### config.mk
export PLATFORM = sky130hd
export DESIGN_NAME = barrier_controller_flat
export DESIGN_NICKNAME = d
export VERILOG_FILES = /design/src/rtl/barrier_controller_pkg.sv /design/src/rtl/barrier_controller_if.sv /design/src/rtl/barrier_controller_timeout_timer.sv /design/src/rtl/barrier_controller.sv /design/src/flat_wrapper.sv
export SDC_FILE = /design/constraint.sdc
export NUM_CORES = 1
export LEC_CHECK = 0
export ABC_AREA = 1
export CORE_UTILIZATION = 25
export CTS_CLUSTER_DIAMETER = 100
export DETAILED_ROUTE_END_ITERATION = 8
export PLACE_DENSITY = 0.51
export SYNTH_ARGS = -nofsm -noshare
export SYNTH_HDL_FRONTEND = slang
export SYNTH_SLANG_ARGS = --single-unit
### constraint.sdc
create_clock -name axis_aclk -period 4.2 [get_ports axis_aclk]
set_clock_uncertainty 0.1 [all_clocks]
set_input_delay 0.84 -clock axis_aclk [delete_from_list [all_inputs] [get_ports axis_aclk]]
set_output_delay 0.84 -clock axis_aclk [all_outputs]
set_load 0.1 [all_outputs]
### src/rtl/barrier_controller_pkg.sv
// Shared definitions for the barrier controller: state encoding and default sizes.
package barrier_controller_pkg;

  localparam int NUM_PORTS_DEF = 5;
  localparam int TIMEOUT_W_DEF = 16;
  localparam int CNT_W_DEF     = 16;

  // Binary encoding; the unused code 2'b11 is treated as illegal and recovers to idle.
  typedef enum logic [1:0] {
    ST_IDLE    = 2'b00,
    ST_COLLECT = 2'b01,
    ST_RELEASE = 2'b10
  } barrier_state_e;

endpackage

### src/rtl/barrier_controller_if.sv
// Participant/engine-facing signal bundle for the barrier controller.
//
// Handshake: each participant raises its req_bus bit and holds it (level) until
// proceed is observed high, then drops it. proceed stays high until every masked
// request has dropped, completing a 4-phase req/proceed exchange.
interface barrier_controller_if
  import barrier_controller_pkg::*;
#(
  parameter int NUM_PORTS = NUM_PORTS_DEF,
  parameter int TIMEOUT_W = TIMEOUT_W_DEF,
  parameter int CNT_W     = CNT_W_DEF
);
  logic [NUM_PORTS-1:0] req_bus;
  logic [NUM_PORTS-1:0] enable_mask;
  logic [TIMEOUT_W-1:0] timeout_cycles;
  logic                 proceed;
  logic                 busy;
  logic                 timeout;
  logic [NUM_PORTS-1:0] missing_mask;
  logic [CNT_W-1:0]     barrier_count;
  barrier_state_e       state;

  // Participant side / stimulus engine.
  modport master (
    output req_bus, enable_mask, timeout_cycles,
    input  proceed, busy, timeout, missing_mask, barrier_count, state
  );

  // Controller side.
  modport slave (
    input  req_bus, enable_mask, timeout_cycles,
    output proceed, busy, timeout, missing_mask, barrier_count, state
  );
endinterface

### src/rtl/barrier_controller_timeout_timer.sv
// Saturating cycle timer with an expiry compare; a zero limit disables expiry.
module barrier_timeout_timer #(
  parameter int TIMEOUT_W = 16
) (
  input  logic                 clk,
  input  logic                 rst,
  input  logic                 clear,
  input  logic                 enable,
  input  logic [TIMEOUT_W-1:0] timeout_cycles,
  output logic                 expired
);
  logic [TIMEOUT_W-1:0] timer;

  // Count while enabled, hold at all-ones, restart from zero on clear.
  always_ff @(posedge clk or posedge rst) begin
    if (rst) begin
      timer <= '0;
    end else if (clear) begin
      timer <= '0;
    end else if (enable && (timer != '1)) begin
      timer <= timer + 1'b1;
    end
  end

  // The limit is compared live, so a change to timeout_cycles takes effect at once.
  assign expired = (timeout_cycles != '0) && (timer == (timeout_cycles - 1'b1));
endmodule

### src/rtl/barrier_controller.sv
// Barrier controller: collects masked participant requests, then releases all of
// them together with a common proceed, force-releasing on an optional timeout.
module barrier_controller
  import barrier_controller_pkg::*;
#(
  parameter int NUM_PORTS = NUM_PORTS_DEF,
  parameter int TIMEOUT_W = TIMEOUT_W_DEF,
  parameter int CNT_W     = CNT_W_DEF
) (
  input logic                 axis_aclk,
  input logic                 reset,
  barrier_controller_if.slave bus
);
  barrier_state_e       state;
  logic [NUM_PORTS-1:0] mask_q;
  logic [NUM_PORTS-1:0] arrived;
  logic                 all_arrived;
  logic                 none_held;
  logic                 expired;
  logic                 timer_clear;
  logic                 timer_enable;

  assign arrived      = bus.req_bus & mask_q;
  assign all_arrived  = (arrived == mask_q);
  assign none_held    = (arrived == '0);
  assign timer_clear  = (state == ST_IDLE);
  assign timer_enable = (state == ST_COLLECT);

  barrier_timeout_timer #(
    .TIMEOUT_W(TIMEOUT_W)
  ) u_timer (
    .clk            (axis_aclk),
    .rst            (reset),
    .clear          (timer_clear),
    .enable         (timer_enable),
    .timeout_cycles (bus.timeout_cycles),
    .expired        (expired)
  );

  // Barrier sequencing FSM; every output is a register updated alongside the state.
  always_ff @(posedge axis_aclk or posedge reset) begin
    if (reset) begin
      state             <= ST_IDLE;
      mask_q            <= '0;
      bus.proceed       <= 1'b0;
      bus.busy          <= 1'b0;
      bus.timeout       <= 1'b0;
      bus.missing_mask  <= '0;
      bus.barrier_count <= '0;
    end else begin
      bus.timeout <= 1'b0;
      case (state)
        ST_IDLE: begin
          // An empty enable mask can never start a barrier.
          if ((bus.req_bus & bus.enable_mask) != '0) begin
            mask_q   <= bus.enable_mask;
            bus.busy <= 1'b1;
            state    <= ST_COLLECT;
          end
        end
        ST_COLLECT: begin
          // Full arrival takes priority over a timeout expiring on the same edge.
          if (all_arrived) begin
            bus.proceed       <= 1'b1;
            bus.barrier_count <= bus.barrier_count + 1'b1;
            state             <= ST_RELEASE;
          end else if (expired) begin
            bus.proceed      <= 1'b1;
            bus.timeout      <= 1'b1;
            bus.missing_mask <= mask_q & ~bus.req_bus;
            state            <= ST_RELEASE;
          end
        end
        ST_RELEASE: begin
          // Only masked participants hold the release open.
          if (none_held) begin
            bus.proceed <= 1'b0;
            bus.busy    <= 1'b0;
            state       <= ST_IDLE;
          end
        end
        default: begin
          bus.proceed <= 1'b0;
          bus.busy    <= 1'b0;
          state       <= ST_IDLE;
        end
      endcase
    end
  end

  assign bus.state = state;
endmodule
### src/flat_wrapper.sv
// flat-port wrapper written by rule: the top's interface ports become plain ports
module barrier_controller_flat import barrier_controller_pkg::*;
#(
  parameter int NUM_PORTS = NUM_PORTS_DEF,
  parameter int TIMEOUT_W = TIMEOUT_W_DEF,
  parameter int CNT_W     = CNT_W_DEF
)
  (axis_aclk, reset, bus_req_bus, bus_enable_mask, bus_timeout_cycles, bus_proceed, bus_busy, bus_timeout, bus_missing_mask, bus_barrier_count, bus_state);
  barrier_controller_if #(.NUM_PORTS(NUM_PORTS), .TIMEOUT_W(TIMEOUT_W), .CNT_W(CNT_W)) bus_i ();
  input logic axis_aclk;
  input logic reset;
  input wire logic [$bits(bus_i.req_bus)-1:0] bus_req_bus;
  input wire logic [$bits(bus_i.enable_mask)-1:0] bus_enable_mask;
  input wire logic [$bits(bus_i.timeout_cycles)-1:0] bus_timeout_cycles;
  output wire logic [$bits(bus_i.proceed)-1:0] bus_proceed;
  output wire logic [$bits(bus_i.busy)-1:0] bus_busy;
  output wire logic [$bits(bus_i.timeout)-1:0] bus_timeout;
  output wire logic [$bits(bus_i.missing_mask)-1:0] bus_missing_mask;
  output wire logic [$bits(bus_i.barrier_count)-1:0] bus_barrier_count;
  output wire logic [$bits(bus_i.state)-1:0] bus_state;
  assign bus_i.req_bus = bus_req_bus;
  assign bus_i.enable_mask = bus_enable_mask;
  assign bus_i.timeout_cycles = bus_timeout_cycles;
  assign bus_proceed = bus_i.proceed;
  assign bus_busy = bus_i.busy;
  assign bus_timeout = bus_i.timeout;
  assign bus_missing_mask = bus_i.missing_mask;
  assign bus_barrier_count = bus_i.barrier_count;
  assign bus_state = bus_i.state;
  barrier_controller #(.NUM_PORTS(NUM_PORTS), .TIMEOUT_W(TIMEOUT_W), .CNT_W(CNT_W)) u_core (.axis_aclk(axis_aclk), .reset(reset), .bus(bus_i));
endmodule
Word-level counts from Yosys, hierarchy flattened
Index checks and enable logic that the tools add are counted.
{"block": "classes", "n_addsub": 3, "multipliers": 0, "n_div": 0, "n_lt_le_gt_ge": 0, "n_eq_ne": 8, "n_shift": 0, "n_mux": 16, "n_bitwise": 7, "reduce_logical": 13}
{"operator": "$add A16 B1 Y16 const B", "count": 2}
{"operator": "$mux W16", "count": 2}
{"operator": "$eq A16 B16 Y1", "count": 1}
{"operator": "$ne A16 B16 Y1 const B", "count": 1}
{"operator": "$reduce_bool A16 Y1", "count": 1}
{"operator": "$sub A16 B1 Y16 const B", "count": 1}
{"operator": "$and A5 B5 Y5", "count": 3}
{"operator": "$reduce_and A3 Y1", "count": 4}
{"operator": "$mux W2", "count": 4}
{"operator": "$mux W1", "count": 7}
{"operator": "$pmux W1 S3", "count": 2}
{"operator": "$pmux W2 S3", "count": 1}
{"operator": "$eq A5 B5 Y1", "count": 1}
{"operator": "$logic_not A5 Y1", "count": 1}
{"operator": "$not A5 Y5", "count": 1}
{"operator": "$reduce_bool A5 Y1", "count": 1}
{"operator": "$reduce_and A2 Y1", "count": 2}
{"operator": "$ne A3 B1 Y1 const B", "count": 1}
{"operator": "$not A1 Y1", "count": 3}
{"operator": "$eq A2 B1 Y1 const B", "count": 1}
{"operator": "$eq A2 B2 Y1 const B", "count": 1}
{"operator": "$logic_and A1 B1 Y1", "count": 2}
{"operator": "$logic_not A2 Y1", "count": 1}
{"operator": "$ne A2 B1 Y1 const B", "count": 1}
{"operator": "2 further kinds", "count": 2}
{"block": "word_totals", "reg_bits": 47, "latch_bits": 0, "ramBits": 0, "rom_bits": 0, "in_bits": 28, "output_inout_bits": 26, "memories": 0}

Logic depth before layout (Yosys ltp)
{"block": "logic_depth", "ltp_word": 6, "ltp_mapped": 16}

Modules after synthesis
A second synthesis with hierarchy kept.
{"block": "unflattened", "cells_unflattened": 487, "area_unflattened_um2": 3281.9}
{"module": "barrier_controller", "instances": 1, "cells_each": 231, "area_per_inst_um2": 1694.1}
{"module": "barrier_timeout_timer", "instances": 1, "cells_each": 256, "area_per_inst_um2": 1587.8}

Worst setup path before layout
Ideal clock, no wire load.
{"block": "synth_path", "path_kind": "register to register", "from": "register u_core.state[0], in the netlist u_core.bus.state[0]", "to": "register u_core.bus.barrier_count[12]", "t_arrival_ns": 2.311, "t_required_ns": 3.973, "setup_slack_ns": 1.662, "path_stages_with_launch": 11, "path_buffers": 0, "synth_period_minus_slack_ns": 2.538, "path_cell_list": "dfrtp_1 -> inv_1 -> nor2_4 -> inv_2 -> nor3_4 -> nand3b_2 -> nor2_2 -> nand3_2 -> nor2_1 -> nand2_1 -> xor2_1"}
{"block": "synth_between", "elab_chain_len": 2}
{"item": "start, declared", "line_no": "barrier_controller.sv:14", "rtl": "barrier_state_e state;"}
{"item": "start signal, assigned", "line_no": "barrier_controller.sv:43", "rtl": "state <= ST_IDLE;"}
{"item": "start signal, assigned", "line_no": "barrier_controller.sv:58", "rtl": "state <= ST_COLLECT;"}
{"item": "start signal, assigned", "line_no": "barrier_controller.sv:66", "rtl": "state <= ST_RELEASE;"}
{"item": "$eq A2 B1 Y1", "line_no": "barrier_controller.sv:52", "rtl": "case (state)"}
{"item": "$reduce_and A2 Y1 (no line)"}
{"item": "end signal, assigned", "line_no": "barrier_controller.sv:65", "rtl": "bus.barrier_count <= bus.barrier_count + 1'b1;"}
{"item": "end, declared", "line_no": "barrier_controller_if.sv:32", "rtl": "output proceed, busy, timeout, missing_mask, barrier_count, state"}
Every way passes these cells.
A chain may end at the register's enable or synchronous reset.

Worst setup path in the final report
{"block": "layout_path", "from": "input bus_timeout_cycles[0]", "to": "register u_core.bus.missing_mask[3]"}
{"block": "layout_between", "elab_chain_len": 4, "elab_cells_between_ends": 5, "cone_classes": "add/sub: 1; eq/ne: 1; reduce/logical: 3"}
{"item": "start, declared", "line_no": "flat_wrapper.sv:14", "rtl": "input wire logic [$bits(bus_i.timeout_cycles)-1:0] bus_timeout_cycles;"}
{"item": "$sub A16 B1 Y16", "line_no": "barrier_controller_timeout_timer.sv:26", "rtl": "assign expired = (timeout_cycles != '0) && (timer == (timeout_cycles - 1'b1));"}
{"item": "$eq A16 B16 Y1", "line_no": "barrier_controller_timeout_timer.sv:26"}
{"item": "$logic_and A1 B1 Y1 *", "line_no": "barrier_controller_timeout_timer.sv:26"}
{"item": "$reduce_and A3 Y1 (no line) *"}
{"item": "end signal, assigned", "line_no": "barrier_controller.sv:70", "rtl": "bus.missing_mask <= mask_q & ~bus.req_bus;"}
{"item": "end, declared", "line_no": "barrier_controller_if.sv:32"}
Mark *: on every way between the ends. The rest lies on a longest branch, timed or not.

==> summary.md <==
| Metric | Value |
|---|---|
| Post-layout nets | `about 500` |
| Detailed Route Iter0 Violations | `between 100 and 150` |
| Root buf cell | `clkbuf_16` |
| TNS Setup | `0 ns` |
| Final Cell Area | `slightly below 4000 um^2` |
| Worst Path Max Fanout | `11` |
| Ys async rst share | `100%` |
| Area contributors post-synth | `dfrtp_1, nand2_1, inv_1, xor2_1, nor2_1` |
| Skew-Pair Late Insertion Delay | `around 0.29 ns` |
| Synth Area in Simple Gates | `between 30% and 40%` |
| CP cell instances | `clkdlybuf4s50_1 -> inv_1 -> ha_1 -> xor2_1 -> nand2_1 -> nor2_1 -> nand2_1 -> nor2_1 -> nand3_1 -> nor2_1 -> nand3_1 -> nand2_1 -> o21ai_2` |
| Post-Synth XOR/XNOR Area | `9.40%` |
| Die width | `113 um` |
| FF-to-FF End | `u_core.u_timer.timer[15]$_DFFE_PP0P_` |
| Post-DP Area | `between 3000 and 4000 um^2` |
| Post-CTS Hold Buffers | `0` |
| Grt ovf | `0` |
| Vias in the first global route | `2,663` |
| Top Ports | `54` |
| Seq/Total Area, Yosys | `roughly two fifths` |
| Initial antenna violation count | `0` |
| Antenna Cells | `0` |
| Post-synth EDFFs | `0` |
| P per Cell Area | `roughly 520 nW/um^2` |
| DRC viols | `0` |
| P_sw | `~1 mW` |
| Post-Syn Area | `~3100 um^2` |
| Core ar. | `around 12,000 um^2` |
| Number of gates resized after cts | `0` |
| Vias per cell | `about 4.4` |
| Syn-to-layout area delta | `27.3%` |
| Fmax | `about 320 MHz` |
| R2R setup slack | `between 1.5 and 2 ns` |
| RePlAce Congestion | `between 0.8 and 0.9` |
| Detailed Place HPWL | `5.87 mm` |
| Worst r2r src | `u_core.u_timer.timer[0]$_DFFE_PP0P_` |
| Vias | `around 2,700` |
| Top_reg_cell synth | `dfrtp_1` |
| Largest family of logic cells by synthesized area | `simple AND/OR/NAND/NOR gates` |
| Register-to-Register Path Depth | `11` |
| Maximum root-to-sink buffer count | `2` |
| Layout cells sized above 1 | `between 10% and 20%` |
| Fin crit share | `~75%` |
| Slew Limit Fails | `0` |
| Top cell type's share of synthesized area | `between 30% and 40%` |
| P_leak | `around 1.8 nW` |
| Post-synthesis mux area share | `roughly 1.1%` |
| Hold path depth | `1` |
| Final Hold Viols | `0` |
| Area leader, netlist | `dfrtp_1` |
| Post-Synth Adder-Cell Area | `under 10%` |
| Hold Crit Endpoint | `u_core.bus.barrier_count[15]$_DFFE_PP0P_` |
| Seq cells post-synth | `47` |
| Worst endpoint required time | `between 4 and 5 ns` |
| Number of buffers created by CTS | `5` |
| Peak supply drop | `roughly 0.5 mV` |
| Startpoint types | `input pin` |
| Seq pwr share | `a little under a third` |
| Port Buf Inserts | `53` |
| Post-CTS Repair Setup Buffers | `0` |
| Die extent in y | `between 100 and 150 um` |
| WL per Instance | `between 10 and 15 um` |
| Slowest cell on crit path | `clkdlybuf4s50_1` |
| H-tree Lvls | `2` |
| Yosys cell types | `40` |
| CTS tree | `yes` |
| ANT nets after route | `0` |
| Clock slew at reported path FFs | `0.07 ns` |
| Run status | `complete, no violations` |
| Drt first pass iters | `4` |
| Max_slew headroom | `between 30 and 40%` |
| Placement Rows | `40` |
| CP arrival | `between 3 and 4 ns` |
| Setup Crit Path Kind | `in2reg` |
| First-pass GRT wire length | `between 10 and 15 mm` |
| Util after Layout | `about a third` |
| Mapped Avg Cell Area | `7.57 um^2` |
| Final WS setup | `1.06 ns` |
| Worst-margin pin slew | `1.00 ns` |
| P_int | `between 1 and 1.5 mW` |
| Synth Area in Compound Gates | `8.67%` |
| Setup Viol. Count Final | `0` |
| WL final | `7.47 mm` |
| Clk pwr share | `around a fifth` |
| Worst hold start | `u_core.bus.barrier_count[15]$_DFFE_PP0P_` |
| Cells after synthesis | `406` |
| Die footprint | `about 13,000 um^2` |
| Sink Count | `47` |
| Pin count of the biggest net entering global routing | `48` |
| All-Layer GR Usage | `roughly 12%` |
| Net count after synthesis | `between 400 and 500` |
| Initial cell density of the core | `between 20% and 30%` |
| Yosys synthesis warning count | `0` |
| Tmin final | `between 3 and 4 ns` |
| Max-Cap Viols | `0` |
| Worst Setup End Kind | `register` |
| Pre-CTS setup slack | `slightly below 0.8 ns` |
| Hold crit path type | `reg2reg` |
| CP max stage delay | `about 0.51 ns` |
| Switching portion of total power | `between 40% and 50%` |
| RSZ-0062 raised after global routing | `false` |
| Logic gate share of total power | `just under 50%` |
-- per-stage QoR --
step / cells / total power [mW] / hold slack, ns
after floorplan: 406 / 1.40 / 0.367
after global placement: 604 / 1.65 / 0.358
after detailed placement: 604 / 1.66 / 0.368
after CTS: 612 / 2.06 / 0.377
after global routing: 612 / 2.16 / 0.408
final: 612 / 2.04 / 0.375
-- Yosys cell counts, types with 5 or more instances --
cell type	n
dfrtp_1	47
inv_1	61
inv_2	5
nand2_1	104
nand3_1	23
nor2_1	41
nor2_4	5
nor3_1	7
o21ai_0	13
o21ai_2	5
o22ai_1	7
xnor2_1	9
xor2_1	24
-- cell type report --
type	count	area [um^2]
Multi-Input combinational cell	291	1630
Sequential cell	47	1180
Clock buffer	5	125
Fill cell	1293	8100
Inverter	66	248
Tap cell	147	184
Timing Repair Buffer	53	531
Clock inverter	3	20.0
-- worst max-delay path, delay by kind of cell --
family / cells / cell delay, ns
xor+xnor: 1 / 0.15
fa+ha+maj: 1 / 0.30
simple gates: 8 / 1.24
buf+inv: 2 / 0.60
compound gates: 1 / 0.06
-- worst max-delay path by stage --
stage,depth (start not counted),from,end
finish,13,bus_timeout_cycles[0],u_core.bus.missing_mask[3]$_DFFE_PP0P_
CTS,13,bus_timeout_cycles[0],u_core.bus.missing_mask[3]$_DFFE_PP0P_
floorplan,10,u_core.bus.state[0]$_DFFE_PP0P_,u_core.bus.barrier_count[12]$_DFFE_PP0P_
global placement,13,bus_timeout_cycles[0],u_core.bus.missing_mask[1]$_DFFE_PP0P_
detailed placement,13,bus_timeout_cycles[0],u_core.bus.missing_mask[2]$_DFFE_PP0P_
global route,14,bus_timeout_cycles[0],u_core.bus.missing_mask[3]$_DFFE_PP0P_
-- metal layers --
layer / vias up / wire [um] / track usage (%)
met5: - / 0 / 0
met2: 51 / 3280 / 19.3
met3: 6 / 277 / 2.20
met1: 1237 / 3850 / 17.7
li1: 1407 / - / -
met4: 0 / 68 / 2.98
-- cell families (layout without fill, tap and decap cells) --
family,Yosys count,count (layout)
muxes,3,3
xor gates and xnor gates,33,33
adders and majority gates,3,3
DFF,47,47
AOI/OAI and AO/OA,41,41
and+or+nand+nor,211,211
buffers and inverters,68,127
-- sequential cells by signal (all words and copies together) (netlist names) --
| signal | cells |
|---|---|
| u_core.bus.barrier_count | 16 |
| u_core.bus.busy | 1 |
| u_core.bus.missing_mask | 5 |
| u_core.bus.proceed | 1 |
| u_core.bus.state | 2 |
| u_core.bus.timeout | 1 |
| u_core.mask_q | 5 |
| u_core.u_timer.timer | 16 |
-- cell usage in the layout, fill, tap and decap left out, drive strengths merged, types with 2 or more instances in the layout --
cell type      synthesis  routed
a21oi                  3       3
a22o                   3       3
clkbuf                 0       5
clkdlybuf4s50          0      53
clkinvlp               0       2
dfrtp                 47      47
ha                     3       3
inv                   66      66
mux2                   3       3
nand2                107     107
nand3                 27      27
nand3b                 3       3
nand4                  5       5
nor2                  50      50
nor3                  12      12
nor4                   3       3
o211ai                 2       2
o21ai                 20      20
o22ai                  7       7
or2                    2       2
xnor2                  9       9
xor2                  24      24
-- power by group through the flow --
stage / logic, mW / registers [mW] / clock network (mW)
2_1_floorplan: 0.380 / 1.02 / 0
3_3_place_gp: 1.00 / 0.647 / 0
3_5_place_dp: 1.01 / 0.644 / 0
4_1_cts: 1.02 / 0.640 / 0.410
5_1_grt: 1.08 / 0.654 / 0.429
6_report: 1.01 / 0.638 / 0.394
(Power assumes the default switching activity.)
